### src/rtl/washer_pkg.sv
// Shared types and helpers for the washer payment front-end.
// State encoding, coin denomination codes and the code-to-value mapping.
package washer_pkg;

  typedef enum logic [2:0] {
    IDLE,
    COLLECT,
    LAUNCH,
    WASHING,
    REFUND
  } state_e;

  typedef enum logic [1:0] {
    COIN_1   = 2'b00,
    COIN_5   = 2'b01,
    COIN_10  = 2'b10,
    COIN_INV = 2'b11
  } coin_code_e;

  function automatic logic [3:0] coin_units(input logic [1:0] code);
    case (code)
      COIN_1:  coin_units = 4'd1;
      COIN_5:  coin_units = 4'd5;
      COIN_10: coin_units = 4'd10;
      default: coin_units = 4'd0;
    endcase
  endfunction

endpackage

### src/rtl/coin_debounce.sv
// Coin sensor conditioning: 2-flop synchronisers on the sensor and value,
// then a saturating run-length counter that emits one event per insertion.
module coin_debounce #(
  parameter int unsigned DEB_CYCLES = 4
) (
  input  logic       clk,
  input  logic       rst_n,
  input  logic       coin_raw_i,
  input  logic [1:0] coin_value_i,
  output logic       coin_evt_o,
  output logic [1:0] coin_value_o
);

  localparam int unsigned     CNT_W    = $clog2(DEB_CYCLES + 1);
  localparam logic [CNT_W-1:0] CNT_MAX  = CNT_W'(DEB_CYCLES);
  localparam logic [CNT_W-1:0] CNT_FIRE = CNT_W'(DEB_CYCLES - 1);

  logic [1:0]       raw_sync_q;
  logic [1:0]       val_meta_q;
  logic [1:0]       val_sync_q;
  logic [CNT_W-1:0] cnt_q, cnt_d;
  logic             evt_q, evt_d;

  // The counter parks at CNT_MAX while the sensor stays high, so a held coin
  // fires exactly once; only a low cycle re-arms it.
  always_comb begin
    // NOTE: every always_comb output gets a default first so no latch is inferred.
    cnt_d = cnt_q;
    evt_d = 1'b0;
    if (!raw_sync_q[1]) begin
      cnt_d = '0;
    end else if (cnt_q != CNT_MAX) begin
      cnt_d = cnt_q + CNT_W'(1);
      evt_d = (cnt_q == CNT_FIRE);
    end
  end

  always_ff @(posedge clk or negedge rst_n) begin
    if (!rst_n) begin
      raw_sync_q <= '0;
      val_meta_q <= '0;
      val_sync_q <= '0;
      cnt_q      <= '0;
      evt_q      <= 1'b0;
    end else begin
      // NOTE: non-blocking assignments make the two flops a true shift chain.
      raw_sync_q <= {raw_sync_q[0], coin_raw_i};
      val_meta_q <= coin_value_i;
      val_sync_q <= val_meta_q;
      cnt_q      <= cnt_d;
      evt_q      <= evt_d;
    end
  end

  assign coin_evt_o   = evt_q;
  assign coin_value_o = val_sync_q;

endmodule

### src/rtl/coin_credit_ctrl.sv
// Coin credit controller feeding the washer: credit, launch, change and refund.
// Optional inactivity auto-refund in COLLECT when COIN_CREDIT_TIMEOUT_EN is defined.
module coin_credit_ctrl
  import washer_pkg::*;
#(
  parameter int unsigned DEB_CYCLES     = 4,
  parameter int unsigned CREDIT_W       = 8,
  parameter int unsigned PRICE_SINGLE   = 10,
  parameter int unsigned PRICE_DOUBLE   = 15,
  parameter int unsigned TIMEOUT_CYCLES = 1000
) (
  input  logic                CLK,
  input  logic                rst_n,
  input  logic                coin_raw,
  input  logic [1:0]          coin_value,
  input  logic                start_req,
  input  logic                double_req,
  input  logic                cancel_req,
  input  logic                wash_done,
  output logic                coin_in,
  output logic                double_wash,
  output logic [CREDIT_W-1:0] credit,
  output logic                refund_pulse,
  output logic [CREDIT_W-1:0] refund_amount,
  output logic                coin_reject,
  output logic                ready
);

  localparam logic [CREDIT_W-1:0] PRICE_S = CREDIT_W'(PRICE_SINGLE);
  localparam logic [CREDIT_W-1:0] PRICE_D = CREDIT_W'(PRICE_DOUBLE);

  state_e              state_q;
  logic [CREDIT_W-1:0] credit_q, change_q;
  logic                double_sel_q, wash_done_q;
  logic                coin_in_q, double_wash_q, refund_pulse_q, coin_reject_q, ready_q;
  logic [CREDIT_W-1:0] refund_amount_q;

  logic                coin_evt;
  logic [1:0]          coin_code;
  logic [CREDIT_W:0]   credit_sum;
  logic [CREDIT_W-1:0] credit_add_d, credit_in_d;
  logic                coin_ok, accepting, sel_req, wash_edge, timeout_hit;
  logic [CREDIT_W-1:0] price_req, price_cur;

  coin_debounce #(
    .DEB_CYCLES(DEB_CYCLES)
  ) u_debounce (
    .clk         (CLK),
    .rst_n       (rst_n),
    .coin_raw_i  (coin_raw),
    .coin_value_i(coin_value),
    .coin_evt_o  (coin_evt),
    .coin_value_o(coin_code)
  );

  assign accepting    = (state_q == IDLE) || (state_q == COLLECT);
  assign coin_ok      = coin_evt && (coin_code != COIN_INV);
  assign credit_sum   = {1'b0, credit_q} + {1'b0, CREDIT_W'(coin_units(coin_code))};
  assign credit_add_d = credit_sum[CREDIT_W] ? '1 : credit_sum[CREDIT_W-1:0];
  assign credit_in_d  = coin_ok ? credit_add_d : credit_q;
  // A double request in the same cycle as start already prices the wash.
  assign sel_req      = double_sel_q | double_req;
  assign price_req    = sel_req ? PRICE_D : PRICE_S;
  assign price_cur    = double_sel_q ? PRICE_D : PRICE_S;
  assign wash_edge    = wash_done && !wash_done_q;

`ifdef COIN_CREDIT_TIMEOUT_EN
  localparam int unsigned    TO_W   = $clog2(TIMEOUT_CYCLES + 1);
  localparam logic [TO_W-1:0] TO_MAX = TO_W'(TIMEOUT_CYCLES);

  logic [TO_W-1:0] idle_cnt_q;
  logic            activity;

  assign activity    = coin_evt | start_req | double_req | cancel_req;
  assign timeout_hit = (state_q == COLLECT) && !activity && (idle_cnt_q == TO_MAX);

  always_ff @(posedge CLK or negedge rst_n) begin
    if (!rst_n) begin
      idle_cnt_q <= '0;
    end else if ((state_q != COLLECT) || activity) begin
      idle_cnt_q <= '0;
    end else if (idle_cnt_q != TO_MAX) begin
      idle_cnt_q <= idle_cnt_q + TO_W'(1);
    end
  end
`else
  assign timeout_hit = 1'b0;
`endif

  always_ff @(posedge CLK or negedge rst_n) begin
    if (!rst_n) begin
      state_q         <= IDLE;
      credit_q        <= '0;
      change_q        <= '0;
      double_sel_q    <= 1'b0;
      wash_done_q     <= 1'b0;
      coin_in_q       <= 1'b0;
      double_wash_q   <= 1'b0;
      refund_pulse_q  <= 1'b0;
      refund_amount_q <= '0;
      coin_reject_q   <= 1'b0;
      ready_q         <= 1'b1;
    end else begin
      wash_done_q     <= wash_done;
      coin_in_q       <= 1'b0;
      refund_pulse_q  <= 1'b0;
      refund_amount_q <= '0;
      coin_reject_q   <= coin_evt && ((coin_code == COIN_INV) || !accepting);

      case (state_q)
        IDLE: begin
          if (double_req) double_sel_q <= 1'b1;
          if (coin_ok) begin
            credit_q <= credit_add_d;
            state_q  <= COLLECT;
          end
        end

        COLLECT: begin
          if (double_req) double_sel_q <= 1'b1;
          if (cancel_req || timeout_hit) begin
            state_q         <= REFUND;
            credit_q        <= '0;
            change_q        <= credit_in_d;
            refund_pulse_q  <= 1'b1;
            refund_amount_q <= credit_in_d;
            ready_q         <= 1'b0;
          end else if (start_req && (credit_in_d >= price_req)) begin
            state_q       <= LAUNCH;
            credit_q      <= credit_in_d;
            coin_in_q     <= 1'b1;
            double_wash_q <= sel_req;
            ready_q       <= 1'b0;
          end else begin
            credit_q <= credit_in_d;
          end
        end

        LAUNCH: begin
          change_q <= credit_q - price_cur;
          credit_q <= '0;
          state_q  <= WASHING;
        end

        WASHING: begin
          if (wash_edge) begin
            double_wash_q <= 1'b0;
            if (change_q != '0) begin
              state_q         <= REFUND;
              refund_pulse_q  <= 1'b1;
              refund_amount_q <= change_q;
            end else begin
              state_q      <= IDLE;
              double_sel_q <= 1'b0;
              ready_q      <= 1'b1;
            end
          end
        end

        REFUND: begin
          change_q     <= '0;
          state_q      <= IDLE;
          double_sel_q <= 1'b0;
          ready_q      <= 1'b1;
        end

        default: begin
          state_q <= IDLE;
          ready_q <= 1'b1;
        end
      endcase
    end
  end

  assign coin_in       = coin_in_q;
  assign double_wash   = double_wash_q;
  assign credit        = credit_q;
  assign refund_pulse  = refund_pulse_q;
  assign refund_amount = refund_amount_q;
  assign coin_reject   = coin_reject_q;
  assign ready         = ready_q;

endmodule

### config.mk
export PLATFORM = sky130hd
export DESIGN_NAME = coin_credit_ctrl
export DESIGN_NICKNAME = d
export VERILOG_FILES = /design/src/rtl/washer_pkg.sv /design/src/rtl/coin_debounce.sv /design/src/rtl/coin_credit_ctrl.sv
export SDC_FILE = /design/constraint.sdc
export NUM_CORES = 1
export LEC_CHECK = 0
export BUFFER_PORTS_ARGS = -buffer_cell sky130_fd_sc_hd__buf_2
export CAP_MARGIN = 20
export CORE_ASPECT_RATIO = 2
export CORE_MARGIN = 2
export CORE_UTILIZATION = 55
export DETAILED_ROUTE_END_ITERATION = 6
export HOLD_SLACK_MARGIN = 0.12
export PLACE_DENSITY = 0.76
export SLEW_MARGIN = 40
export SYNTH_ARGS = -nofsm -noshare
export SYNTH_HDL_FRONTEND = slang
export SYNTH_HIERARCHICAL = 1
export SYNTH_SLANG_ARGS = --single-unit
### constraint.sdc
create_clock -name CLK -period 3.84 [get_ports CLK]
set_clock_uncertainty 0.2 [all_clocks]
set_input_delay 0.192 -clock CLK [delete_from_list [all_inputs] [get_ports CLK]]
set_output_delay 0.192 -clock CLK [all_outputs]
set_load 0.02 [all_outputs]
==> impl_metrics.tcl <==
set metrics [dict create \
    die_area_mm2 0.005032 \
    p_per_area_mw_per_mm2 585.5 \
    coreArea_mm2 0.004297 \
    finalWorstSetupSlack_ns 0.2665 \
    pre_cts_slack_ns 0.5015 \
    dieWidth_um 51.17 \
    outcome "finished, final reports clean" \
    layout_commonest_cell "dfrtp_1" \
    whs_ns 0.1396 \
    critPathRequiredTime_ns 3.84 \
    gr-total-overflow 0 \
    num_io_pins 30 \
    ir_worst_vdd_mv 0.5027 \
    critPathTopFamily "compound AO/OA/AOI/OAI gates" \
    ys_types 53 \
    hold_path_class "input pin to flop" \
    netlist_instances 263 \
    slowest_stage "dlygate4sd3_1" \
    grt_pass1_wl_mm 9.632 \
    syn-num-nets 285 \
    grt_max_degree 45 \
    r2r-end "coin_in$_DFF_PN0_" \
    grt.total_usage_pct 25.68 \
    ys_ff_latch 44 \
    rsz0062_at_grt "false" \
    rrSetupSlack_ns 0.27 \
    antenna_found_initial 0 \
    slew_violations 0 \
    ys_dominant_reg_cell "dfrtp_1" \
    fin_crit_ns 3.573 \
    cts.sinks 44 \
    cts_tree "built" \
    postRouteAntennaNets 0 \
    layout_worst_path_cycle_share_pct 93.06 \
    clk_path_buf_depth 2 \
    seq_area_frac_synth_pct 45.04 \
    critPathLaunchType "flop" \
    max_slew_margin_pct 51.82 \
    die_h_um 98.34 \
    routed_wl_mm 5.885 \
    crit_chain "ha_1 > fa_1 > a21o_1 > a21oi_2 > o21ai_1 > o22ai_1 > ha_1 > o221ai_1 > nand2b_1 > o221ai_1 > o211ai_2 > nand2_1 > nor2_1 > dlygate4sd3_1" \
    tightestPinTransition_ns 0.7200 \
    arrival_ns 3.57 \
    rows 34 \
    hold_end "double_sel_q$_DFFE_PN0P_" \
    place.port_buffers 29 \
    p_leak_uw 0.001391 \
    dr_total_vias 2090 \
    post-route-drc-count 0 \
    grt_pass1_vias 2135 \
    finalNetCount 322 \
    drive_gt1_share_pct 17.61 \
    dp_hpwl_mm 4.215 \
    cap_violations 0 \
    path_buf_inv 1 \
    start_util_pct 56.96 \
    finalInstanceArea_mm2 0.002851 \
    dpl_cell_area_mm2 0.002645 \
    regArea_mm2 0.001102 \
    hold_start "double_req" \
    routedWlPerCell_um 16.58 \
    worstPathMaxFanout 5 \
    yosysWarnings 6 \
    area_growth_pct 16.51 \
    async_flop_share_pct 100.0 \
    cts-htree-levels 2 \
    synth_edf_count 0 \
    r2r_cells 14 \
    cts_root_buf "clkbuf_8" \
    finalSetupTns_ns 0 \
    fillers 379 \
    clk_latency_ns 0.31 \
    gp_congestion 0.8969 \
    worstSetupPathType "flop to flop" \
    drt_iter0_drc 46 \
    cts-resized-gates 0 \
    multi_input_area_mm2 0.001245 \
    setup_viol 0 \
    cts_made_buffers 5 \
    synth_area_mm2 0.002447 \
    max_freq_mhz 279.8 \
    hold_viol_final 0 \
    avgSynthCellArea_um2 9.306 \
    whs_path_depth 5 \
    final_cell_mix "dfrtp_1, nand2_1, buf_2, o21ai_1, nor2_1" \
    endpoint_kind "flop" \
    clk_pin_slew_ns 0.09 \
    r2r-start "credit[0]$_DFFE_PN0P_" \
    antennaDiodeCount 0 \
    detail_route.first_pass.iterations 4 \
    cpPeakStageDelay_ns 0.56 \
    viasPerCell 5.887 \
]
## per-stage QoR
stage	total power (uW)	instances	util (%)
after floorplan	1070	263	-
after global placement	1249	338	61.50
after detailed placement	1265	338	61.56
after CTS	1655	353	66.02
after global routing	1756	355	66.37
final	1670	355	66.37
## kinds of logic after synthesis
kind of cell	after synthesis	share of synthesized area, %
flip-flops	44	45.04
AO/OA/AOI/OAI	75	20.19
multiplexers	6	2.607
buffers and inverters	26	4.090
AND/OR/NAND/NOR	90	17.89
XOR/XNOR	9	3.221
adder cells (fa/ha/maj)	13	6.953
## flip-flops by register name, summed over array words and instances, names as in the netlist
name,count
coin_reject,1
wash_done_q,1
ready,1
credit,8
u_debounce/coin_evt_o,1
change_q,8
coin_in,1
double_wash,1
u_debounce/coin_value_o,2
u_debounce/cnt_q,3
u_debounce/raw_sync_q,2
u_debounce/val_meta_q,2
double_sel_q,1
refund_pulse,1
refund_amount,8
state_q,3
## cells in the mapped netlist (3+ instances only)
master	instances	area, um^2
o22a_1	3	26.28
nor3_1	3	15.01
nand4_1	4	25.02
xnor2_1	4	35.03
inv_1	13	48.80
dfrtp_1	43	1076
xor2_1	5	43.79
clkbuf_1	9	33.78
o21ai_0	3	15.01
ha_1	12	150.1
nor2b_1	5	31.28
nand2b_1	6	37.54
o22ai_1	5	31.28
mux2_2	3	33.78
mux2i_1	3	30.03
nor2_1	19	71.32
nand3_1	5	25.02
a21o_1	5	37.54
nand2_1	34	127.6
a21oi_1	9	45.04
o21ai_1	27	135.1
## per-layer routing
metal | vias to the layer above | share of wire [%] | GRT usage [%]
met3 | 21 | 2.8 | 3.364
li1 | 1001 | - | -
met1 | 1011 | 36 | 25.33
met4 | 0 | 4.1 | 14.55
met5 | - | 0 | 0
met2 | 57 | 57 | 48.25
## worst max path at each step
| stage | startpoint | end | slack, ns | cells past startpoint |
|---|---|---|---|---|
| after global placement | credit[0]$_DFFE_PN0P_ | double_wash$_DFFE_PN0P_ | 0.56 | 13 |
| after detailed placement | credit[0]$_DFFE_PN0P_ | double_wash$_DFFE_PN0P_ | 0.50 | 13 |
| final | credit[0]$_DFFE_PN0P_ | coin_in$_DFF_PN0_ | 0.27 | 14 |
| after CTS | credit[0]$_DFFE_PN0P_ | coin_in$_DFF_PN0_ | 0.21 | 14 |
| after global routing | u_debounce/coin_value_o[1]$_DFF_PN0_ | coin_in$_DFF_PN0_ | 0.04 | 15 |
| after floorplan | credit[0]$_DFFE_PN0P_ | double_wash$_DFFE_PN0P_ | 0.38 | 13 |
## worst register-to-register path, stage by stage, from the launching register on
cell and delay, ns:
dfrtp_1 0.42, ha_1 0.25, fa_1 0.42, a21o_1 0.19, a21oi_2 0.14, o21ai_1 0.16
o22ai_1 0.21, ha_1 0.27, o221ai_1 0.19, nand2b_1 0.07, o221ai_1 0.08, o211ai_2 0.17
nand2_1 0.10, nor2_1 0.04, dlygate4sd3_1 0.56
## where the power goes
| group | leakage, uW | internal [uW] | switching (uW) |
|---|---|---|---|
| sequential | 0.000576 | 550 | 108 |
| clock | 0.0000614 | 213 | 175 |
| combinational | 0.000754 | 254 | 371 |
## area by class of cell
type | instances | area share (%)
clock inverter | 2 | 1.360
inverter | 14 | 1.843
multi-input combinational | 193 | 43.66
clock buffer | 6 | 2.896
tap | 54 | 2.369
sequential | 44 | 38.66
timing repair buffer | 42 | 9.215
## repair_timing
action	4_1_cts	5_1_grt
setup buffers	0	2
endpoints found under the setup margin	0	1
endpoints found under the hold margin	54	0
hold buffers	7	0
(Power assumes the default switching activity.)
